[src/rtl/pc_fetch_unit_pkg.sv]
// Shared CPU definitions used by the fetch unit: FSM encoding, jump opcodes
// and the default reset vector.
package pc_fetch_unit_pkg;

  typedef enum logic [1:0] {
    FETCH  = 2'd0,
    DECODE = 2'd1,
    EXEC   = 2'd2
  } fetch_state_t;

  localparam logic [5:0]  OP_J             = 6'b000010;
  localparam logic [5:0]  OP_JAL           = 6'b000011;
  localparam logic [31:0] RESET_PC_DEFAULT = 32'h0000_0000;

endpackage

[src/rtl/pc_fetch_unit_next_pc_sel.sv]
// Combinational next-PC selection: JR > jump/JAL > taken branch > pc+4,
// plus detection of a misaligned JR target.
module next_pc_sel (
  input  logic [31:0] pc_plus4,
  input  logic [25:0] imm_field,
  input  logic        Branch,
  input  logic        BNE,
  input  logic        JALCtrl,
  input  logic        JumpReg,
  input  logic        zero,
  input  logic [31:0] rs_data,
  output logic [31:0] next_pc,
  output logic        misaligned
);

  logic signed [31:0] br_off;
  logic        [31:0] br_target;
  logic               br_taken;

  assign br_off    = signed'({{14{imm_field[15]}}, imm_field[15:0], 2'b00});
  assign br_target = pc_plus4 + $unsigned(br_off);
  // Branch and BNE together is illegal; the OR form simply takes either condition.
  assign br_taken  = (Branch & zero) | (BNE & ~zero);

  always_comb begin
    next_pc = pc_plus4;
    if (JumpReg)
      next_pc = {rs_data[31:2], 2'b00};
    else if (JALCtrl)
      next_pc = {pc_plus4[31:28], imm_field, 2'b00};
    else if (br_taken)
      next_pc = br_target;
  end

  assign misaligned = JumpReg & (rs_data[1:0] != 2'b00);

endmodule

[src/rtl/pc_fetch_unit.sv]
// Multi-cycle PC/fetch unit: FETCH -> DECODE -> EXEC, committing the next PC
// when the datapath reports ex_done.
module pc_fetch_unit
  import pc_fetch_unit_pkg::*;
#(
  parameter logic [31:0] RESET_PC = RESET_PC_DEFAULT
) (
  input  logic        clk,
  input  logic        rst,
  output logic        imem_req,
  output logic [31:0] imem_addr,
  input  logic        imem_ack,
  input  logic [31:0] imem_rdata,
  output logic [5:0]  opcode,
  output logic [5:0]  funct,
  output logic [31:0] instr,
  output logic        instr_valid,
  input  logic        Branch,
  input  logic        BNE,
  input  logic        JALCtrl,
  input  logic        JumpReg,
  input  logic        zero,
  input  logic [31:0] rs_data,
  input  logic        ex_done,
  output logic [31:0] pc,
  output logic [31:0] link_addr,
  output logic        link_we,
  output logic        align_err
);

  fetch_state_t state, state_nxt;
  logic [31:0]  pc_plus4;
  logic [31:0]  next_pc;
  logic         misaligned;
  logic         commit;

  assign pc_plus4 = pc + 32'd4;

  next_pc_sel u_next_pc_sel (
    .pc_plus4   (pc_plus4),
    .imm_field  (instr[25:0]),
    .Branch     (Branch),
    .BNE        (BNE),
    .JALCtrl    (JALCtrl),
    .JumpReg    (JumpReg),
    .zero       (zero),
    .rs_data    (rs_data),
    .next_pc    (next_pc),
    .misaligned (misaligned)
  );

  always_ff @(posedge clk) begin
    if (rst) begin
      state <= FETCH;
      pc    <= RESET_PC;
      instr <= '0;
    end else begin
      state <= state_nxt;
      if (state == FETCH && imem_ack)
        instr <= imem_rdata;
      if (commit)
        pc <= next_pc;
    end
  end

  always_comb begin
    state_nxt   = state;
    imem_req    = 1'b0;
    instr_valid = 1'b0;
    commit      = 1'b0;
    case (state)
      FETCH: begin
        imem_req = 1'b1;
        if (imem_ack)
          state_nxt = DECODE;
      end
      DECODE: begin
        instr_valid = 1'b1;
        state_nxt   = EXEC;
      end
      EXEC: begin
        instr_valid = 1'b1;
        if (ex_done) begin
          commit    = 1'b1;
          state_nxt = FETCH;
        end
      end
      default: state_nxt = FETCH;
    endcase
  end

  // Strobes are qualified by ~rst so a reset on the commit edge aborts cleanly.
  assign link_we   = commit & ~rst & (instr[31:26] == OP_JAL);
  assign align_err = commit & ~rst & misaligned;

  assign imem_addr = pc;
  assign opcode    = instr[31:26];
  assign funct     = instr[5:0];
  assign link_addr = pc_plus4;

endmodule

[config.mk]
export PLATFORM = sky130hd
export DESIGN_NAME = pc_fetch_unit
export DESIGN_NICKNAME = d
export VERILOG_FILES = /design/src/rtl/pc_fetch_unit_pkg.sv /design/src/rtl/pc_fetch_unit_next_pc_sel.sv /design/src/rtl/pc_fetch_unit.sv
export SDC_FILE = /design/constraint.sdc
export NUM_CORES = 1
export LEC_CHECK = 0
export CORE_ASPECT_RATIO = 1.4
export CORE_UTILIZATION = 46
export DETAILED_ROUTE_END_ITERATION = 16
export PLACE_DENSITY = 0.92
export SETUP_SLACK_MARGIN = 0.15
export SYNTH_ARGS = -nofsm -noshare
export SYNTH_HDL_FRONTEND = slang
export SYNTH_HIERARCHICAL = 1
export SYNTH_SLANG_ARGS = --single-unit
[constraint.sdc]
create_clock -name clk -period 3.8 [get_ports clk]
set_clock_uncertainty 0.05 [all_clocks]
set_input_delay 0.38 -clock clk [delete_from_list [all_inputs] [get_ports clk]]
set_output_delay 0.38 -clock clk [all_outputs]
set_load 0.005 [all_outputs]
==> results_dict.tcl, run 1 <==
set metrics [dict create \
    outcome "finished, final reports clean" \
    post_drt_via_cell_ratio 6.01 \
    finalCritPeriodShare_pct 93.7 \
    maxCapViolations 0 \
    detailedRoute.firstPassIterationCount 5 \
    placeableCoreArea_um2 12300 \
    place_hpwl_um 15400 \
    antenna_cells_inserted 0 \
    design.final.nets 1105 \
    crit_path_top_delay_cell "sky130_fd_sc_hd__dfxtp_4" \
    die-width_um 96.8 \
    num_rows 48 \
    wl_per_cell_um 18.9 \
    maxSlewViolCount 0 \
    worst_ir_drop_vdd_mv 0.268 \
    worst_ep_required_ps 3940 \
    number_of_global_route_vias_before_repair 6525 \
    finalSetupTns_ps 0 \
    critical_path.cell_chain "and2_4 > and4_4 > and3_1 > xor2_2 > ha_4 > a2111oi_2 > o21a_2 > o2bb2ai_1 > a21oi_2 > o211ai_1 > a31oi_1 > xor2_1 > a21oi_1 > nand2_1 > a21oi_1" \
    area_delta_synth_final_pct 47.6 \
    die_height_um 135 \
    ys_types 70 \
    htree_levels 3 \
    min_from "rst" \
    layout.cells.most_common "sky130_fd_sc_hd__clkdlybuf4s50_1" \
    mostFrequentLayoutCells "215 x sky130_fd_sc_hd__clkdlybuf4s50_1, 194 x sky130_fd_sc_hd__nand2_1, 100 x sky130_fd_sc_hd__a21oi_1" \
    clk_pin_slew_ps 60 \
    rr_startpoint "imem_addr[3]" \
    regToRegEndpoint "imem_addr[24]" \
    tightest_slew_ps 1140 \
    initial_core_util_pct 47.0 \
    maximum_count_of_clock_buffers_along_a_single_path 2 \
    drt_wl_total_um 21800 \
    worst_path_fanout_max 6 \
    min_period_ps 3560 \
    post-route-util_pct 69.4 \
    port_buffers 216 \
    whs_endpoint "instr[21]" \
    synth-seq-area-share_pct 22.8 \
    grt_max_degree 53 \
    gp_congestion 0.957 \
    min_path_type "input port to register" \
    placed_cells_incl_taps 1122 \
    num_vias 6928 \
    syn_area_um2 5790 \
    final_layout_size_suffix_gt1_share_pct 13.2 \
    timing_worst_setup_path_type "register to register" \
    leakage_power_nw 3.28 \
    smallest_hold_slack_ps 415 \
    hold_depth 2 \
    cp_slowest_stage_delay_ps 380 \
    syn-mean-instance-area_um2 7.12 \
    final_hold_viol_count 0 \
    numCtsBuffers 9 \
    synth_enable_flop_cells 0 \
    tritoncts "done" \
    grt_first_pass_wirelength_um 32900 \
    reg2reg_slack_ps 240 \
    fin_cells 1152 \
    clk_latency_ps 330 \
    crit_path_frequent_cell "sky130_fd_sc_hd__a21oi_1" \
    io_pins 217 \
    cts.hold.buffers_added 0 \
    synth_top_flop_cell "sky130_fd_sc_hd__dfxtp_1" \
    setup.worst_path.end_class "register" \
    rsz0062_at_grt "false" \
    antenna_found_initial 0 \
    setup_viol 0 \
    worst-r2r-cell-count 15 \
    antenna_left 0 \
    synthArstFlopShare_pct 0 \
    leading_post_synthesis_cells_by_cell_area "sky130_fd_sc_hd__dfxtp_1 23%, sky130_fd_sc_hd__nand2_1 13%, sky130_fd_sc_hd__a21oi_1 8.7%" \
    drc 0 \
    largest_area_contributor_in_the_netlist "sky130_fd_sc_hd__dfxtp_1" \
    die_area_um2 13000 \
    maxSlewHeadroom_pct 23.8 \
    post-synth-top-area-fraction_pct 22.8 \
    cts-root-buf "sky130_fd_sc_hd__clkbuf_16" \
    syn-instance-count 813 \
    crit_path_start "imem_addr[3]" \
    power-per-cell-area_nw_per_um2 292 \
    num_clock_sinks 66 \
    max_freq_mhz 281 \
    yosysWarningCount 6 \
    critical_path_arrival_ps 3700 \
    groute.usage.overall_pct 31.2 \
    syn_nets 921 \
    grt-ovfl-total 0 \
    startpoint_type_of_the_worst_setup_path "register" \
    fill_cell_total_of_the_finished_layout 977 \
    postSynthRegisterBits 66 \
    drt_first_iter_violations 621 \
]
-- flip-flops by register name, summed over array words and instances (netlist names) --
name       cells
imem_addr     32
instr         32
state          2
-- worst max-delay path: cells and delay by family, from the launching register on --
family,cells,cell delay [ps]
AOI/OAI and AO/OA,8,1550
xor gates and xnor gates,2,460
adders and majority gates,1,270
DFF,1,380
and+or+nand+nor,4,720
-- worst max path at each step --
stage / end / slack, ps / depth (start not counted)
final: imem_addr[24] / 240 / 15
after detailed placement: imem_addr[22] / 110 / 15
after floorplan: imem_addr[30] / 360 / 16
after CTS: imem_addr[24] / 170 / 15
after global routing: imem_addr[23] / 80 / 17
after global placement: imem_addr[24] / 130 / 15
-- metal layers --
metal  track usage, %  vias up  share of wire, %
li1                 -     3175                 -
met1             35.8     3186                37
met2             53.4      473                49
met3             6.63       94               9.7
met4             18.2        0               4.5
met5                0        -                 0
-- cell usage after synthesis, drive strengths merged, types with 3 or more instances --
| master | count |
|---|---|
| o21a | 4 |
| xor2 | 24 |
| nand2 | 197 |
| nor4 | 9 |
| nor3b | 3 |
| dfxtp | 66 |
| xnor2 | 27 |
| and3 | 7 |
| a211oi | 7 |
| buf | 57 |
| and4 | 4 |
| o31ai | 3 |
| o211ai | 17 |
| nor2 | 43 |
| a31oi | 9 |
| a21oi | 104 |
| clkbuf | 33 |
| o22ai | 7 |
| and2 | 5 |
| o21bai | 4 |
| nor3 | 10 |
| o221ai | 5 |
| o21ai | 42 |
| inv | 25 |
| nand3 | 15 |
| ha | 34 |
| nand4 | 11 |
| mux2i | 6 |
| a21o | 8 |
-- what timing repair did --
item	4_1_cts	5_1_grt
setup endpoints to repair	8	15
buffers inserted	1	13
pin swaps	1	17
resized for setup	7	53
-- per-stage QoR --
step	total power, mW	instance area [um2]	setup slack, ps
6_report	2.50	8540	240
2_1_floorplan	1.24	5790	363
5_1_grt	2.61	8540	82.1
3_3_place_gp	1.60	7870	131
4_1_cts	2.46	8200	169
3_5_place_dp	1.61	7870	107
-- power breakdown --
| group | total (mW) | internal, mW | switching, mW |
|---|---|---|---|
| clock network | 0.856 | 0.528 | 0.327 |
| registers | 0.824 | 0.746 | 0.0773 |
| logic | 0.818 | 0.405 | 0.413 |
| total | 2.50 | 1.68 | 0.818 |
-- logic make-up after synthesis --
kind of cell | after synthesis | synth area share (%)
buffers and inverters | 115 | 10.6
AND/OR/NAND/NOR | 309 | 23.7
AO/OA/AOI/OAI | 230 | 26.3
XOR/XNOR | 51 | 7.71
flip-flops | 66 | 22.8
adder cells (fa/ha/maj) | 35 | 7.69
multiplexers | 7 | 1.23
-- cell type report --
| cell class | count | area (um2) | area share, % |
|---|---|---|---|
| multi-input combinational | 632 | 4100 | 48.0 |
| inverter | 25 | 93.8 | 1.10 |
| sequential | 66 | 1330 | 15.6 |
| clock inverter | 5 | 61.3 | 0.718 |
| timing repair buffer | 263 | 2520 | 29.5 |
| clock buffer | 11 | 243 | 2.84 |
| tap | 150 | 188 | 2.20 |
Note: power is estimated with default switching activity, not from simulation.
==> run 2: changes to the inputs <==
Settings changed: CORE_MARGIN set to 8.
==> results_dict.tcl, run 2 (same netlist as run 1, synthesis figures left out) <==
set metrics [dict create \
    detailedRoute.firstPassIterationCount 7 \
    antenna_left 0 \
    drt_wl_total_um 23100 \
    startpoint_type_of_the_worst_setup_path "register" \
    num_clock_sinks 66 \
    finalCritPeriodShare_pct 93.5 \
    maxCapViolations 0 \
    wl_per_cell_um 20.0 \
    setup_viol 0 \
    clk_latency_ps 340 \
    post_drt_via_cell_ratio 5.93 \
    cts.hold.buffers_added 0 \
    grt-ovfl-total 0 \
    grt_first_pass_wirelength_um 35400 \
    leakage_power_nw 3.28 \
    initial_core_util_pct 47.0 \
    tightest_slew_ps 1120 \
    cts-root-buf "sky130_fd_sc_hd__clkbuf_16" \
    tritoncts "done" \
    power-per-cell-area_nw_per_um2 317 \
    drc 0 \
    clk_pin_slew_ps 60 \
    gp_congestion 0.957 \
    place_hpwl_um 17000 \
    numCtsBuffers 9 \
    area_delta_synth_final_pct 46.7 \
    design.final.nets 1105 \
    maximum_count_of_clock_buffers_along_a_single_path 2 \
    maxSlewHeadroom_pct 25.3 \
    worst_ep_required_ps 4010 \
    antenna_cells_inserted 0 \
    num_vias 6830 \
    critical_path_arrival_ps 3770 \
    placed_cells_incl_taps 1126 \
    antenna_found_initial 1 \
    port_buffers 216 \
    min_path_type "register to register" \
    drt_first_iter_violations 485 \
    final_layout_size_suffix_gt1_share_pct 11.9 \
    die_area_um2 16500 \
    worst_path_fanout_max 6 \
    die_height_um 149 \
    post-route-util_pct 69.0 \
    final_hold_viol_count 0 \
    setup.worst_path.end_class "register" \
    max_freq_mhz 281 \
    timing_worst_setup_path_type "register to register" \
    placeableCoreArea_um2 12300 \
    fin_cells 1152 \
    htree_levels 3 \
    finalSetupTns_ps 0 \
    die-width_um 111 \
    groute.usage.overall_pct 26.0 \
    mostFrequentLayoutCells "215 x sky130_fd_sc_hd__clkdlybuf4s50_1, 194 x sky130_fd_sc_hd__nand2_1, 100 x sky130_fd_sc_hd__a21oi_1" \
    power.total_mw 2.69 \
    io_pins 217 \
    grt_max_degree 47 \
    worst_ir_drop_vdd_mv 0.286 \
    outcome "finished, final reports clean" \
    layout.cells.most_common "sky130_fd_sc_hd__clkdlybuf4s50_1" \
    num_rows 48 \
    maxSlewViolCount 0 \
    min_period_ps 3550 \
    number_of_global_route_vias_before_repair 6843 \
]
run 2: where the power goes:
| group | leakage [nW] | internal [mW] | switching, mW |
|---|---|---|---|
| Sequential | 0.538 | 0.746 | 0.0728 |
| Clock | 0.177 | 0.712 | 0.339 |
| Combinational | 2.56 | 0.405 | 0.417 |
| Total | 3.28 | 1.86 | 0.829 |
run 2: final timing paths:
check | start | endpoint | slack (ps) | cells after the start
worst max register to register | imem_addr[3] | imem_addr[23] | 250 | 16
worst max-delay path | imem_addr[3] | imem_addr[23] | 250 | 16
worst min register to register | instr[17] | instr[17] | 430 | 2
worst min-delay path | instr[17] | instr[17] | 430 | 2
run 2: area by class of cell:
type / instances / area (um2)
clock inverters: 6 / 138
flip-flops and latches: 66 / 1320
repair buffers: 263 / 2510
multi-input cells: 632 / 4010
inverters: 25 / 93.8
fillers: 923 / 3820
well taps: 150 / 188
clock buffers: 10 / 229
run 2: layer usage:
metal	routed length (um)	global-route usage, %	part of all wire [%]
met5	13	0	0.056
met1	8370	27.4	36
met2	11400	45.6	49
met4	1090	14.5	4.7
met3	2200	7.41	9.5
run 2: stage by stage:
| step | hold slack, ps | setup WS [ps] | cell area (um2) |
|---|---|---|---|
| floorplan | 412 | 363 | 5790 |
| global placement | 409 | 277 | 7900 |
| detailed placement | 417 | 199 | 7900 |
| CTS | 427 | 159 | 8270 |
| global route | 462 | -8.13 | 8490 |
| finish | 427 | 247 | 8490 |
run 2: worst max-delay path: stages (launching register included):
cell	delay [ps]
sky130_fd_sc_hd__dfxtp_2	370
sky130_fd_sc_hd__ha_1	180
sky130_fd_sc_hd__and3_1	200
sky130_fd_sc_hd__nand2_2	140
sky130_fd_sc_hd__nor2_1	240
sky130_fd_sc_hd__xor2_1	220
sky130_fd_sc_hd__ha_2	360
sky130_fd_sc_hd__a21oi_2	210
sky130_fd_sc_hd__o221ai_1	170
sky130_fd_sc_hd__a32oi_2	260
sky130_fd_sc_hd__o41ai_4	160
sky130_fd_sc_hd__o211ai_2	210
sky130_fd_sc_hd__a21boi_1	90
sky130_fd_sc_hd__o31a_1	280
sky130_fd_sc_hd__a21oi_1	150
sky130_fd_sc_hd__nand2_1	70
sky130_fd_sc_hd__a21oi_1	120
run 2: timing repair:
| item | CTS | global route |
|---|---|---|
| setup endpoints to repair | 2 | 14 |
| pin swaps | 0 | 8 |
| gates resized for setup | 2 | 36 |
| setup buffers | 0 | 10 |
